File: src/rtl/fetch_unit_pkg.sv
// Shared types and constants for the instruction fetch unit and its buffer.
// The optional stall counter (FETCH_STALL_COUNT_EN) uses the saturating helper below.
package fetch_unit_pkg;

  typedef enum logic [1:0] {
    IDLE = 2'd0,
    WAIT = 2'd1,
    DROP = 2'd2
  } fetch_state_e;

  localparam int FETCH_DEPTH = 2;
  localparam int FETCH_CNT_W = $clog2(FETCH_DEPTH + 1);
  localparam logic [FETCH_CNT_W-1:0] FETCH_DEPTH_CNT = FETCH_CNT_W'(FETCH_DEPTH);
  localparam int STALL_W = 16;

  function automatic logic [STALL_W-1:0] sat_inc(input logic [STALL_W-1:0] value);
    logic [STALL_W-1:0] result;
    if (value == {STALL_W{1'b1}}) begin
      result = value;
    end else begin
      result = value + {{(STALL_W-1){1'b0}}, 1'b1};
    end
    return result;
  endfunction

endpackage

File: src/rtl/fetch_buffer.sv
// Two-entry instruction FIFO; slot 0 is the head and drives decode straight
// from registers, so nothing downstream sees a path from the pop request.
module fetch_buffer
  import fetch_unit_pkg::*;
#(
  parameter int ADDRESS_WIDTH = 16,
  parameter int DATA_WIDTH    = 16
) (
  input  logic                     clock,
  input  logic                     reset_n,
  input  logic                     push_i,
  input  logic [ADDRESS_WIDTH-1:0] push_pc_i,
  input  logic [DATA_WIDTH-1:0]    push_data_i,
  input  logic                     pop_i,
  input  logic                     flush_i,
  output logic [FETCH_CNT_W-1:0]   count_o,
  output logic                     head_valid_o,
  output logic [ADDRESS_WIDTH-1:0] head_pc_o,
  output logic [DATA_WIDTH-1:0]    head_data_o
);

  logic [FETCH_DEPTH-1:0]   valid_q, valid_d;
  logic [ADDRESS_WIDTH-1:0] pc_q   [FETCH_DEPTH];
  logic [ADDRESS_WIDTH-1:0] pc_d   [FETCH_DEPTH];
  logic [DATA_WIDTH-1:0]    data_q [FETCH_DEPTH];
  logic [DATA_WIDTH-1:0]    data_d [FETCH_DEPTH];
  logic                     pop_s;

  assign pop_s = pop_i && valid_q[0];

  // Slot update: flush wins over everything, a pop shifts slot 1 forward.
  always_comb begin
    valid_d = valid_q;
    pc_d    = pc_q;
    data_d  = data_q;
    if (flush_i) begin
      valid_d = '0;
    end else if (pop_s) begin
      valid_d[0] = valid_q[1];
      pc_d[0]    = pc_q[1];
      data_d[0]  = data_q[1];
      valid_d[1] = 1'b0;
      if (push_i) begin
        if (valid_q[1]) begin
          valid_d[1] = 1'b1;
          pc_d[1]    = push_pc_i;
          data_d[1]  = push_data_i;
        end else begin
          valid_d[0] = 1'b1;
          pc_d[0]    = push_pc_i;
          data_d[0]  = push_data_i;
        end
      end else begin
        valid_d[1] = 1'b0;
      end
    end else if (push_i) begin
      if (!valid_q[0]) begin
        valid_d[0] = 1'b1;
        pc_d[0]    = push_pc_i;
        data_d[0]  = push_data_i;
      end else begin
        valid_d[1] = 1'b1;
        pc_d[1]    = push_pc_i;
        data_d[1]  = push_data_i;
      end
    end else begin
      valid_d = valid_q;
    end
  end

  // Slot storage.
  always_ff @(posedge clock or negedge reset_n) begin
    if (!reset_n) begin
      valid_q <= '0;
      for (int i = 0; i < FETCH_DEPTH; i++) begin
        pc_q[i]   <= '0;
        data_q[i] <= '0;
      end
    end else begin
      valid_q <= valid_d;
      pc_q    <= pc_d;
      data_q  <= data_d;
    end
  end

  assign count_o      = {1'b0, valid_q[0]} + {1'b0, valid_q[1]};
  assign head_valid_o = valid_q[0];
  assign head_pc_o    = pc_q[0];
  assign head_data_o  = data_q[0];

endmodule

File: src/rtl/fetch_unit.sv
// Instruction fetch unit: one outstanding read, 2-entry buffer toward decode.
// Define FETCH_STALL_COUNT_EN to add the saturating stall_count output.
module fetch_unit
  import fetch_unit_pkg::*;
#(
  parameter int ADDRESS_WIDTH = 16,
  parameter int DATA_WIDTH    = 16
) (
  input  logic                     clock,
  input  logic                     reset_n,
  input  logic [ADDRESS_WIDTH-1:0] pc_value,
  output logic                     pc_advance,
  input  logic                     flush,
  output logic                     mem_read,
  output logic [ADDRESS_WIDTH-1:0] mem_address,
  input  logic                     mem_valid,
  input  logic [DATA_WIDTH-1:0]    mem_data,
  output logic                     instr_valid,
  input  logic                     instr_ready,
  output logic [DATA_WIDTH-1:0]    instr_data,
`ifdef FETCH_STALL_COUNT_EN
  output logic [STALL_W-1:0]       stall_count,
`endif
  output logic [ADDRESS_WIDTH-1:0] instr_pc
);

  fetch_state_e             state_q, state_d;
  logic [ADDRESS_WIDTH-1:0] addr_q, addr_d;
  logic [FETCH_CNT_W-1:0]   count_s;
  logic                     issue_s;
  logic                     push_s;

  // reset_n gates the request so nothing is driven while reset is held.
  assign issue_s = (state_q == IDLE) && reset_n && !flush && (count_s < FETCH_DEPTH_CNT);

  // State register.
  always_ff @(posedge clock or negedge reset_n) begin
    if (!reset_n) begin
      state_q <= IDLE;
    end else begin
      state_q <= state_d;
    end
  end

  // Next-state logic.
  always_comb begin
    state_d = state_q;
    case (state_q)
      IDLE: begin
        if (issue_s) begin
          state_d = WAIT;
        end else begin
          state_d = IDLE;
        end
      end
      WAIT: begin
        if (flush) begin
          state_d = mem_valid ? IDLE : DROP;
        end else if (mem_valid) begin
          state_d = IDLE;
        end else begin
          state_d = WAIT;
        end
      end
      DROP: begin
        if (mem_valid) begin
          state_d = IDLE;
        end else begin
          state_d = DROP;
        end
      end
      default: state_d = IDLE;
    endcase
  end

  // Output logic: request strobes and buffer push.
  always_comb begin
    mem_read    = 1'b0;
    pc_advance  = 1'b0;
    mem_address = '0;
    push_s      = 1'b0;
    case (state_q)
      IDLE: begin
        if (issue_s) begin
          mem_read    = 1'b1;
          pc_advance  = 1'b1;
          mem_address = pc_value;
        end else begin
          mem_read    = 1'b0;
        end
      end
      WAIT: begin
        if (mem_valid && !flush) begin
          push_s = 1'b1;
        end else begin
          push_s = 1'b0;
        end
      end
      DROP:    push_s = 1'b0;
      default: push_s = 1'b0;
    endcase
  end

  // Remember the issued address so the response can be tagged with it.
  always_comb begin
    if (issue_s) begin
      addr_d = pc_value;
    end else begin
      addr_d = addr_q;
    end
  end

  // Issued-address register.
  always_ff @(posedge clock or negedge reset_n) begin
    if (!reset_n) begin
      addr_q <= '0;
    end else begin
      addr_q <= addr_d;
    end
  end

  fetch_buffer #(
    .ADDRESS_WIDTH (ADDRESS_WIDTH),
    .DATA_WIDTH    (DATA_WIDTH)
  ) u_buffer (
    .clock        (clock),
    .reset_n      (reset_n),
    .push_i       (push_s),
    .push_pc_i    (addr_q),
    .push_data_i  (mem_data),
    .pop_i        (instr_ready),
    .flush_i      (flush),
    .count_o      (count_s),
    .head_valid_o (instr_valid),
    .head_pc_o    (instr_pc),
    .head_data_o  (instr_data)
  );

`ifdef FETCH_STALL_COUNT_EN
  logic [STALL_W-1:0] stall_q, stall_d;

  // Stall cycles: head offered but not taken; flush restarts the count.
  always_comb begin
    if (flush) begin
      stall_d = '0;
    end else if (instr_valid && !instr_ready) begin
      stall_d = sat_inc(stall_q);
    end else begin
      stall_d = stall_q;
    end
  end

  // Stall counter register.
  always_ff @(posedge clock or negedge reset_n) begin
    if (!reset_n) begin
      stall_q <= '0;
    end else begin
      stall_q <= stall_d;
    end
  end

  assign stall_count = stall_q;
`endif

endmodule
File: config.mk
export PLATFORM = sky130hd
export DESIGN_NAME = fetch_unit
export DESIGN_NICKNAME = d
export VERILOG_FILES = /design/src/rtl/fetch_unit_pkg.sv /design/src/rtl/fetch_buffer.sv /design/src/rtl/fetch_unit.sv
export SDC_FILE = /design/constraint.sdc
export NUM_CORES = 1
export LEC_CHECK = 0
export CAP_MARGIN = 10
export CORE_MARGIN = 5
export CORE_UTILIZATION = 35
export DETAILED_ROUTE_END_ITERATION = 16
export GPL_ROUTABILITY_DRIVEN = 0
export PLACE_DENSITY = 0.67
export SLEW_MARGIN = 20
export SYNTH_ARGS = -nofsm -noshare
export SYNTH_HDL_FRONTEND = slang
export SYNTH_SLANG_ARGS = --single-unit
File: constraint.sdc
create_clock -name clock -period 2.2 [get_ports clock]
set_input_delay 0.44 -clock clock [delete_from_list [all_inputs] [get_ports clock]]
set_output_delay 0.44 -clock clock [all_outputs]
set_load 0.1 [all_outputs]
# Yosys cells after proc, flatten, opt, wreduce, memory -nomap -nowiden
# Index checks and enable logic that the tools add are counted.
[totals] wordCells=61 in_bits=37 register_bits=84 out_inout_bits=51
[op_classes] reduce_logical=14 n_lt_le_gt_ge=1 add_sub_neg=1 n_mux=32 bitwise=1 eq_ne=4
[op_table] cell="$mux 32" count=6
[op_table] cell="$mux 16" count=10
[op_table] cell="$mux 1" count=10
[op_table] cell="$mux 2" count=5
[op_table] cell="$pmux 2 s3" count=1
[op_table] cell="$reduce_bool 3->1" count=2
[op_table] cell="$logic_and 1x1->1" count=5
[op_table] cell="$reduce_and 4->1" count=1
[op_table] cell="$reduce_bool 2->1" count=2
[op_table] cell="$reduce_and 3->1" count=1
[op_table] cell="$add 1x1->2" count=1
[op_table] cell="$eq 2x1->1 const B" count=1
[op_table] cell="$eq 2x2->1 const B" count=1
[op_table] cell="$logic_not 2->1" count=1
[op_table] cell="$lt 2x2->1 const B" count=1
[op_table] cell="$ne 2x1->1 const B" count=1
[op_table] cell="$ne 2x2->1 const B" count=1
[op_table] cell="$reduce_and 2->1" count=1
[op_table] cell="$logic_not 1->1" count=1
[op_table] cell="$not 1->1" count=1

# Longest topological paths before layout
[depth] ltp_word=7 mapped_depth=6 mapped_depth_nobuf=4

# Hierarchy
# From an unflattened synthesis, not the netlist that was laid out.
[hier_totals] hier_cells=364 area_unflattened_um2=4038.9
[modules_own_cells] mod="fetch_buffer" area_per_inst_um2=3163.0 cells_per_inst=300 seq_area_each_um2=1651.6 n_inst=1
[modules_own_cells] mod="fetch_unit" area_per_inst_um2=875.8 cells_per_inst=64 seq_area_each_um2=450.4 n_inst=1

# Worst setup path before layout
# Ideal clock, no wire load.
[synth_timing] kind="input port to output port" startpoint="in flush" endpoint="out mem_address[10]" path_stages=5 setup_slack_ns=-0.948 required_time_ns=1.760 arrival_ns=2.708 path_buffers=2 path_cell_list="buf_2 -> or4b_4 -> a21oi_4 -> buf_2 -> and2_1"
[synth_via] elab_chain_cells=5
[synth_lines] element="start: declaration" line_no="fetch_unit.sv:13" source="input logic flush,"
[synth_lines] element="$logic_not 1->1" line_no="fetch_unit.sv:34" source="assign issue_s = (state_q == IDLE) && reset_n && !flush && (count_s < FETCH_DEPTH_CNT);"
[synth_lines] element="$logic_and 1x1->1 (2 in a row)" line_no="fetch_unit.sv:34"
[synth_lines] element="$mux 16" line_no="fetch_unit.sv:84" source="if (issue_s) begin"
[synth_lines] element="$mux 16" line_no="fetch_unit.sv:82" source="case (state_q)"
[synth_lines] element="end: declaration" line_no="fetch_unit.sv:15" source="output logic [ADDRESS_WIDTH-1:0] mem_address,"
# Every way passes these cells.

# Final worst setup path
[layout_timing] startpoint="reg state_q[1]" endpoint="out mem_address[8]"
[layout_via] elab_chain_cells=6
[layout_lines] element="start: declaration" line_no="fetch_unit.sv:27" source="fetch_state_e state_q, state_d;"
[layout_lines] element="start signal: assignment" line_no="fetch_unit.sv:41" source="state_q <= state_d;"
[layout_lines] element="$logic_not 2->1 *" line_no="fetch_unit.sv:34, fetch_unit.sv:82"
[layout_lines] element="$logic_and 1x1->1 (3 in a row)" line_no="fetch_unit.sv:34"
[layout_lines] element="$mux 16" line_no="fetch_unit.sv:84"
[layout_lines] element="$mux 16 *" line_no="fetch_unit.sv:82"
# Mark *: on every way between the ends. The rest lies on a longest branch, timed or not.

==> metrics.txt <==
# TYPE chip_impl_metric gauge
chip_impl_metric{name="ff_latch_area",unit="um^2"} 2100
chip_impl_metric{name="antenna_found_initial",unit=""} 0
chip_impl_info{name="grt_setup_unrepaired",value="yes"} 1
chip_impl_info{name="route.top_layer_used",value="met4"} 1
chip_impl_metric{name="finalNetCount",unit=""} 421
chip_impl_info{name="post-synth-top-area-cell",value="dfrtp_1"} 1
chip_impl_metric{name="leakage",unit="nW"} 2.29
chip_impl_info{name="clock_tree.root_cell",value="clkbuf_8"} 1
chip_impl_metric{name="cts_max_path_buffers",unit=""} 2
chip_impl_metric{name="route.met3.wl",unit="um"} 512
chip_impl_metric{name="synth.distinct_cells",unit=""} 25
chip_impl_metric{name="fmaxAchievable",unit="MHz"} 410
chip_impl_metric{name="initial_core_util",unit="%"} 35.5
chip_impl_metric{name="fillers",unit=""} 944
chip_impl_metric{name="power_frac_seq",unit="%"} 33.2
chip_impl_metric{name="synth.avg_cell_area",unit="um^2"} 12.1
chip_impl_info{name="worstHoldPathType",value="in2async"} 1
chip_impl_metric{name="synth_top_area_share",unit="%"} 54.8
chip_impl_metric{name="routed_wl",unit="mm"} 7.92
chip_impl_metric{name="global_route_wire_length_before_repair",unit="mm"} 13.1
chip_impl_info{name="clock_tree_from_tritoncts",value="yes"} 1
chip_impl_metric{name="first_global_vias",unit=""} 2605
chip_impl_metric{name="io_pins",unit=""} 88
chip_impl_info{name="synth_area_leaders",value="dfrtp_1 (55%), mux2_2 (10%), mux2i_1 (8.4%)"} 1
chip_impl_metric{name="crit_path_max_incr_delay",unit="ps"} 550
chip_impl_metric{name="flow.area_growth_from_synthesis",unit="%"} 34.5
chip_impl_info{name="crit_path_top_delay_cell",value="or4b_4"} 1
chip_impl_metric{name="timing_max_transition_violations_final",unit=""} 0
chip_impl_metric{name="seq_area_frac_synth",unit="%"} 54.8
chip_impl_metric{name="period_share",unit="%"} 111
chip_impl_metric{name="power_density",unit="nW/um^2"} 1220
chip_impl_metric{name="p_int",unit="W"} 0.00322
chip_impl_metric{name="critPathMaxFanout",unit=""} 9
chip_impl_metric{name="worst_hold_slack",unit="ps"} 243
chip_impl_info{name="outcome",value="finished with violations"} 1
chip_impl_metric{name="switchingPower",unit="W"} 0.00309
chip_impl_metric{name="syn-num-nets",unit=""} 354
chip_impl_metric{name="die-width",unit="um"} 115
chip_impl_metric{name="wl_met1",unit="mm"} 3.53
chip_impl_metric{name="slew_at_the_pin_with_the_worst_max_slew_slack",unit="ps"} 754
chip_impl_metric{name="cp_data_required_time",unit="ps"} 1760
chip_impl_metric{name="holdBufCountCts",unit=""} 0
chip_impl_metric{name="max_cap_violations",unit=""} 0
chip_impl_metric{name="met2WireLength",unit="mm"} 3.77
chip_impl_metric{name="mappedNetlistArea",unit="um^2"} 3830
chip_impl_metric{name="tritoncts.num_buffers",unit=""} 9
chip_impl_metric{name="setup_slack",unit="ps"} -237
chip_impl_metric{name="worst_clock_skew",unit="ps"} 6.61
chip_impl_metric{name="hpwlAfterDp",unit="mm"} 5.40
chip_impl_metric{name="global_route.usage.total",unit="%"} 12.7
chip_impl_metric{name="globalRoute.totalOverflow",unit=""} 0
chip_impl_info{name="r2r_start",value="state_q[1]"} 1
chip_impl_metric{name="antenna_cells_inserted",unit=""} 0
chip_impl_metric{name="multi_input_area",unit="um^2"} 1460
chip_impl_metric{name="final_antenna_net_count",unit=""} 0
chip_impl_metric{name="worst-path-buf-inv",unit=""} 2
chip_impl_metric{name="switching_share",unit="%"} 49.0
chip_impl_metric{name="hold_viol",unit=""} 0
chip_impl_metric{name="detail_route.iter0.violations",unit=""} 101
chip_impl_metric{name="min_period",unit="ps"} 2440
chip_impl_metric{name="drt-wirelength-per-cell",unit="um"} 15.0
chip_impl_metric{name="postSynthRegisterBits",unit=""} 84
chip_impl_metric{name="htreeDepth",unit=""} 3
chip_impl_metric{name="die_area",unit="um^2"} 13200
chip_impl_info{name="startpoint_type_of_the_worst_setup_path",value="flop"} 1
chip_impl_metric{name="port_buffers",unit=""} 87
chip_impl_info{name="timing.critical_path.from",value="state_q[1]"} 1
chip_impl_metric{name="final_area",unit="um^2"} 5160
chip_impl_metric{name="maxSlewHeadroom",unit="%"} 49.7
chip_impl_metric{name="post_route_cells_drive_above_1_share",unit="%"} 37.3
chip_impl_metric{name="synth_cells",unit=""} 317
chip_impl_metric{name="cts_num_sinks",unit=""} 84
chip_impl_metric{name="clock_power_share",unit="%"} 18.8
chip_impl_metric{name="dr_total_vias",unit=""} 2476
chip_impl_metric{name="routed_via_density",unit=""} 4.68
chip_impl_metric{name="combPwrFrac",unit="%"} 48.0
chip_impl_metric{name="cp_data_arrival_time",unit="ps"} 2000
chip_impl_metric{name="dieHeight",unit="um"} 115
chip_impl_info{name="crit_type",value="reg2out"} 1
chip_impl_info{name="end_kind",value="output port"} 1
chip_impl_metric{name="drcViolationCount",unit=""} 0
chip_impl_metric{name="post_cts_clock_slew_at_the_launch_and_capture_registers_of_the_worst_setup_and_hold_paths",unit="ps"} 80
chip_impl_metric{name="max-vdd-ir-drop",unit="uV"} 607
chip_impl_metric{name="grt_start_max_net_pins",unit=""} 85
chip_impl_metric{name="placed_area",unit="um^2"} 4880
chip_impl_metric{name="detailedRoute.firstPassIterationCount",unit=""} 4
chip_impl_info{name="cp_cell_sequence",value="or4b_4 -> a21oi_4 -> buf_6 -> and2_4 -> buf_12"} 1
chip_impl_metric{name="clock_insertion_delay_worst_skew",unit="ps"} 350
chip_impl_metric{name="finalSetupViolCount",unit=""} 18
chip_impl_metric{name="num_rows",unit=""} 38
chip_impl_info{name="violated_checks",value="negative setup slack"} 1
chip_impl_info{name="cp_top_family",value="simple AND/OR/NAND/NOR gates"} 1
chip_impl_metric{name="ys_warn_count",unit=""} 0
chip_impl_metric{name="core_region_area",unit="um^2"} 10800
-- what timing repair did --
item / in CTS / in global routing
endpoints found under the setup margin: 18 / 18
setup buffers: 6 / 1
gates cloned: 1 / 0
gates resized for setup: 4 / 2
pin swaps: 1 / 2
-- cells in the final DEF (no fill, tap or decap), types with 2 or more instances in the layout --
master,count
a21oi_1,35
a21oi_4,2
and2_4,16
buf_12,24
buf_4,42
buf_6,5
clkbuf_8,12
clkdlybuf4s50_1,34
dfrtp_1,83
mux2_1,13
mux2_2,35
mux2i_1,32
nand2_1,4
nor2_1,34
-- cell families (layout without fill, tap and decap cells) --
kind of cell    after synthesis  in the layout  synth area share [%]
flops                        84             84                  54.8
mux                          80             80                  22.4
simple gates                 62             62                  8.09
buf+inv                      51            123                  8.87
compound gates               40             40                  5.77
-- metrics by stage --
stage                     setup WS, ps  utilization (%)  power [W]  cells  setup TNS [ps]
after floorplan                   -141                -    0.00480    317           -1720
after global placement            -346             45.2    0.00513    508           -8990
after detailed placement          -340             45.2    0.00517    508           -8890
after CTS                         -307             48.1    0.00640    530           -5230
after global routing              -330             47.8    0.00660    529           -5510
final                             -237             47.8    0.00631    529           -3910
-- per-layer routing --
metal / vias up / global-route usage (%)
met5: - / 0
met3: 7 / 4.28
met2: 72 / 20.1
met4: 0 / 4.12
met1: 1218 / 16.4
li1: 1179 / -
-- Yosys cell counts --
cell	number
a21o_1	1
a21oi_1	36
a21oi_4	1
a31oi_2	1
and2_1	16
and2b_1	1
and3b_1	1
buf_2	8
buf_4	33
buf_6	2
clkbuf_1	7
dfrtp_1	84
inv_1	1
mux2_1	13
mux2_2	35
mux2i_1	32
nand2_1	4
nand2b_1	1
nand4bb_1	1
nor2_1	34
nor2b_1	1
nor3b_1	1
o21ai_0	1
or2_2	1
or4b_4	1
-- cell type report --
class / instances / share of cell area, %
Sequential cell: 84 / 40.8
Multi-Input combinational cell: 182 / 28.2
Timing Repair Buffer: 106 / 23.3
Tap cell: 140 / 3.40
Clock buffer: 12 / 3.20
Clock inverter: 4 / 1.07
Inverter: 1 / 0.0728
-- sequential cells by signal, indices dropped and copies added, names as in the netlist --
| register | count |
|---|---|
| addr_q | 16 |
| u_buffer.data_q | 16 |
| u_buffer.head_data_o | 16 |
| u_buffer.head_pc_o | 16 |
| u_buffer.pc_q | 16 |
| state_q | 2 |
| u_buffer.valid_q | 2 |
-- path summary, 6_finish.rpt --
check | slack [ps] | cells after the start | to
worst max-delay path | -240 | 5 | mem_address[8]
worst min-delay path | 240 | 2 | state_q[1]
worst max register to register | 170 | 6 | addr_q[1]
worst min register to register | 500 | 1 | u_buffer.pc_q[9]
max in group asynchronous | 1410 | 2 | u_buffer.valid_q[0]
min in group clock | 500 | 1 | u_buffer.pc_q[9]
-- power groups by stage --
stage | logic, W | registers (W) | clock network [W]
floorplan | 0.00272 | 0.00207 | 0
global placement | 0.00302 | 0.00212 | 0
detailed placement | 0.00304 | 0.00213 | 0
CTS | 0.00307 | 0.00210 | 0.00123
global route | 0.00314 | 0.00215 | 0.00131
finish | 0.00303 | 0.00210 | 0.00119
No activity file was read; power rests on OpenSTA's default activity.
==> patch 1, RTL diff (config.mk and constraints unchanged) <==
Re-encode `fetch_state_e` (3 states) as one-hot, 3 bits wide.
--- a/src/rtl/fetch_unit_pkg.sv
+++ b/src/rtl/fetch_unit_pkg.sv
@@ -2,10 +2,10 @@
 // The optional stall counter (FETCH_STALL_COUNT_EN) uses the saturating helper below.
 package fetch_unit_pkg;
 
-  typedef enum logic [1:0] {
-    IDLE = 2'd0,
-    WAIT = 2'd1,
-    DROP = 2'd2
+  typedef enum logic [2:0] {
+    IDLE = 3'b001,
+    WAIT = 3'b010,
+    DROP = 3'b100
   } fetch_state_e;
 
   localparam int FETCH_DEPTH = 2;
Behaviour: no difference found for any inputs over 4 cycles, from zero or initial values and one cycle with reset_n low; so few cycles prove little.
==> patch 1 against the unedited design <==
The run still ends with negative setup slack left. Count of clock-buffer cells in the layout decreased by 3. Critical path depth unchanged. Sequential cell count increased by 1. Wire length increased by 67%. Cell area increased by 17%. Setup slack improved by 61 ps. Sequential share of layout area decreased by 5.5 points. Non-clock buffer count increased by 16. Maximum frequency increased by 2.6%. Total power increased by 0.58%. Via count increased by 57%. Area after synthesis increased by 22%. Critical path type unchanged.
==> patch 1: results (changes against the unedited design) <==
stage	metric	value	unit	change
status	status	complete, but fails checks		
status	violations	negative setup slack		
synthesis	ys_top_cells_by_area	dfrtp_1 (45%), mux2_2 (12%), a311oi_1 (6.0%)		
cts	ctsResizeCount	8		+4
routing	first_pass_iters	5		+1
sta	fin_skew	5.071	ps	-1.543 ps
critical_path	crit_slowest_cell	dfstp_2		
critical_path	crit_end	mem_address[13]		
cts	cts.clk_slew.worst_paths	60	ps	-20 ps
critical_path	crit_arrival	1940	ps	-60 ps
sta	worst_slack	-175.7	ps	+61.15 ps
critical_path	rr_endpoint	u_buffer.head_pc_o[12]		
synthesis	synth_cell_types	31		+24%
cells_and_area	finalNetCount	508		+21%
global_route	met2_usage	27.19	%	+7.1 points
pwr	leakage	0.002525	µW	+10%
routing	drt-met1-wl	5615	µm	+59%
global_route	grt_use_met3	4.615	%	+0.33 points
synthesis	synthesis.nets	461		+30%
cells_and_area	final_layout_size_suffix_gt1_share	36.97	%	-0.30 points
synthesis	yosysWarnings	0		unchanged
routing	wirelength	13210	µm	+67%
sta	max_slew.worst_pin.slew	798.9	ps	+44.50 ps
sta	setup_viol	18		unchanged
critical_path	max_stage_delay	570	ps	+20 ps
pwr	switching_share	46.54	%	-2.4 points
routing	drt_iter0_drc	378		+270%
synthesis	synthTopCellsByCount	dfrtp_1 (84), mux2_2 (49), nand2_1 (38), buf_4 (34), clkbuf_1 (33)		
critical_path	reg2reg_depth	4		-2
routing	dr_wl_met2	6404	µm	+70%
synthesis	yosysSeqAreaShare	45.47	%	-9.3 points
global_route	grt_pass1_wl	21690	µm	+65%
critical_path	cp_top_family	flip-flops		
critical_path	startpoint	state_q[0]		
critical_path	timing.rr.start	u_buffer.valid_q[0]		
global_route	groute.usage.overall	16.82	%	+4.1 points
critical_path	rrSetupSlack	220	ps	+50 ps
routing	viasPerCell	5.969		+28%
pwr	ir_worst_vdd	879.3	µV	+45%
synthesis	synthArstFlopShare	100.0	%	unchanged
placed_design	hpwl	8267	µm	+53%
global_route	grt_pass1_vias	4074		+56%
cts	post-cts-setup-buffer-count	5		-1
placed_design	placed_area	0.005703	mm²	+17%
cts	root_buffer	clkbuf_16		
sta	hold_slack	238.6	ps	-4.421 ps
global_route	grt_max_degree	86		+1.2%
routing	route.met3.wl	1001	µm	+96%
cells_and_area	fillers	1223		+30%
-- patch 1: cell count changes after synthesis, sizes merged, moves of 10 or more --
| cell | delta |
|---|---|
| a41oi | +32 |
| clkbuf | +26 |
| nor2 | -32 |
| nand4b | +32 |
| a21oi | -34 |
| o2111ai | +32 |
| nand2 | +34 |
| buf | +10 |
| mux2i | -32 |
| a311oi | +32 |
-- patch 1: through the flow --
stage | setup slack [ps] | cells | TNS (ps)
2_1_floorplan | -47.63 | 424 | -504.3
3_3_place_gp | -309.3 | 632 | -9580
3_5_place_dp | -320.8 | 632 | -9882
4_1_cts | -217.8 | 654 | -3382
5_1_grt | -276.6 | 652 | -4544
6_report | -175.7 | 653 | -3000
-- patch 1: layout make-up --
class                   instances  area (µm²)  area share (%)
clock buffers                   9       225.2           3.723
inverters                       1       3.754         0.06205
clock inverters                 7       76.32           1.262
flip-flops and latches         85        2132           35.24
repair buffers                122        1264           20.89
multi-input cells             252        2126           35.14
well taps                     176       220.2           3.640
diodes                          1       2.502         0.04137
-- patch 1: worst reg2reg max path: cells and delay by family, from the launching register on --
| family | cells | cell delay [ps] |
|---|---|---|
| AOI/OAI and AO/OA | 2 | 890 |
| DFF | 1 | 440 |
| buffers and inverters | 1 | 250 |
| and+or+nand+nor | 1 | 220 |
-- patch 1: logic make-up after synthesis --
| logic type | after synthesis | share of synthesized area, % |
|---|---|---|
| compound gates | 104 | 19.51 |
| simple gates | 98 | 12.78 |
| xor+xnor | 1 | 0.1871 |
| mux | 49 | 11.79 |
| buf+inv | 87 | 10.26 |
| flops | 85 | 45.47 |
-- patch 1: power by group through the flow --
stage                     registers [µW]  clock network [µW]  logic [µW]
after CTS                           2060                1570        2790
after floorplan                     2010                   0        2440
after global routing                2100                1630        2880
after detailed placement            2080                   0        2760
final                               2060                1530        2760
after global placement              2070                   0        2740
==> patch 2, RTL diff (same flow settings) <==
Made on the original files. `DATA_WIDTH` is set to 16 in 2 places; all go to 24.
--- a/src/rtl/fetch_buffer.sv
+++ b/src/rtl/fetch_buffer.sv
@@ -4,7 +4,7 @@
   import fetch_unit_pkg::*;
 #(
   parameter int ADDRESS_WIDTH = 16,
-  parameter int DATA_WIDTH    = 16
+  parameter int DATA_WIDTH    = 24
 ) (
   input  logic                     clock,
   input  logic                     reset_n,
--- a/src/rtl/fetch_unit.sv
+++ b/src/rtl/fetch_unit.sv
@@ -4,7 +4,7 @@
   import fetch_unit_pkg::*;
 #(
   parameter int ADDRESS_WIDTH = 16,
-  parameter int DATA_WIDTH    = 16
+  parameter int DATA_WIDTH    = 24
 ) (
   input  logic                     clock,
   input  logic                     reset_n,
Interface: changed (resized instr_data and mem_data); port bits go from 88 to 104. The function was not compared with the original's and may differ.
==> patch 2 against the unedited design <==
Largest power group unchanged. Critical endpoint is now mem_address[6]. The flow still finishes with violations (negative setup slack). Largest cell class unchanged. Non-clock buffer count up 21. Sequential cell count up 16. Clock skew down 2.8 ps. Total power up 23%. Cell count up 19%. Critical path depth unchanged. Cell area up 19%. Area after synthesis up 19%. Core utilization up 0.34 points. Wire length up 22%. First-iteration DRC count up 42%. Setup slack better by 25 ps. Clock power up 33%.
==> patch 2: results (changes against the unedited design) <==
stage	metric	value	unit	change
critical_path	rrSetupSlack	150	ps	-20 ps
cells_and_area	fillers	1194		+26%
pwr	leakage	0.002729	µW	+19%
synthesis	yosysSeqAreaShare	54.67	%	-0.14 points
cells_and_area	instances_no_fill	630		+19%
placed_design	placed_area	0.005739	mm²	+18%
critical_path	cp_max_fo	7		-2
global_route	groute.usage.overall	12.93	%	+0.21 points
placed_design	portBuffers	103		+18%
synthesis	ys_top_cells_by_area	dfrtp_1 (55%), mux2_2 (11%), mux2i_1 (8.7%)		
sta	max_slew.worst_pin.slew	871.0	ps	+116.6 ps
critical_path	rr_endpoint	addr_q[12]		
placed_design	hpwl	6624	µm	+23%
worst_hold_path	min_path_type	in -> async		
synthesis	synthTopCellsByCount	dfrtp_1 (100), a21oi_1 (44), mux2_2 (44), nor2_1 (42), buf_4 (41)		
global_route	grt_pass1_wl	16130	µm	+23%
cts	cts.clk_slew.worst_paths	70	ps	
placed_design	place_ws	-370.4	ps	-30.73 ps
status	violations	negative setup slack		
synthesis	synth.avg_cell_area	12.21	µm²	+0.89%
critical_path	crit_arrival	1970	ps	-30 ps
cells_and_area	final_layout_size_suffix_gt1_share	38.43	%	+1.2 points
pwr	ir_worst_vdd	447.0	µV	-26%
cells_and_area	finalNetCount	498		+18%
cts	cts_made_buffers	9		unchanged
critical_path	crit_type	reg -> out		
routing	dr_total_vias	2912		+18%
synthesis	yosysWarnings	0		unchanged
routing	first_pass_iters	4		unchanged
cts	clk_path_buf_depth	2		unchanged
global_route	antenna_found_initial	0		unchanged
sta	fin_skew	3.825	ps	-2.790 ps
synthesis	synthArstFlopShare	100.0	%	unchanged
synthesis	synthesis.nets	420		+19%
status	status	complete, but fails checks		
global_route	grt_max_degree	72		-15%
routing	wirelength	9692	µm	+22%
sta	worst_slack	-212.3	ps	+24.65 ps
placed_design	dpl.cell_count	605		+19%
global_route	grt_pass1_vias	3153		+21%
routing	drc	0		unchanged
critical_path	reg2reg_depth	6		unchanged
cts	clock_latency	340	ps	
cts	root_buffer	clkbuf_16		
cts	htree_levels	3		unchanged
sta	setup_viol	18		unchanged
critical_path	timing.rr.start	state_q[0]		
cells_and_area	antenna_cells	0		unchanged
routing	drt_iter0_drc	143		+42%
synthesis	synth_cell_types	24		-4.0%
==> patch 2: cell types whose count changed after synthesis, sizes merged, moves of 2 or more <==
cell	change
dfrtp	+16
buf	+9
a21oi	+8
mux2	+8
mux2i	+8
nor2	+8
nor2b	+2
==> patch 2: stage by stage <==
stage                     hold WS (ps)  setup TNS (ps)  utilization [%]
final                            116.8           -3544            48.14
after global routing             141.0           -4406            48.14
after CTS                        125.6           -4627            48.73
after detailed placement         489.7           -8736            45.11
after global placement           486.0           -8423            45.11
after floorplan                  144.4           -1077                -
==> patch 2: layout make-up <==
cell class                 count  share of cell area (%)
inverter                       2                  0.1226
clock buffer                  11                   4.127
sequential                   100                   40.88
clock inverter                 5                  0.8172
timing repair buffer         127                   22.10
multi-input combinational    213                   28.44
tap                          172                   3.514
==> patch 2: per-layer routing <==
| metal | GRT usage [%] | vias to the layer above | routed length, µm |
|---|---|---|---|
| met5 | 0 | - | 0 |
| met4 | 4.642 | 0 | 136 |
| met1 | 14.93 | 1430 | 4118 |
| li1 | - | 1401 | - |
| met2 | 22.52 | 70 | 4919 |
| met3 | 4.074 | 11 | 518 |
==> patch 2: worst max path at each step <==
stage | endpoint | slack (ps) | depth (start not counted)
finish | mem_address[6] | -210 | 5
global route | mem_address[6] | -260 | 5
CTS | mem_address[9] | -270 | 6
detailed placement | mem_address[4] | -370 | 6
global placement | mem_address[6] | -360 | 6
floorplan | mem_address[0] | -90 | 4
==> patch 2: what timing repair did <==
action / 4_1_cts / 5_1_grt
gates resized for setup: 16 / 0
cloned: 2 / 0
pin swaps: 14 / 3
endpoints found under the setup margin: 18 / 18
setup buffers: 10 / 0
==> patch 2: cells by family after synthesis <==
family | synth area share [%]
AOI/OAI and AO/OA | 5.878
and+or+nand+nor | 6.998
buffers and inverters | 9.103
muxes | 23.35
DFF | 54.67
==> patch 2: critical path, stage by stage (launching register included) <==
cell,delay (ps)
dfrtp_1,390
or4b_4,530
a21oi_4,200
buf_6,180
and2_4,160
buf_12,160
==> patch 2: power breakdown <==
group	switching, µW	internal [µW]	leakage (µW)
Clock	646	935	0.000155
Combinational	2820	862	0.00133
Sequential	245	2260	0.00124
Total	3710	4050	0.00273
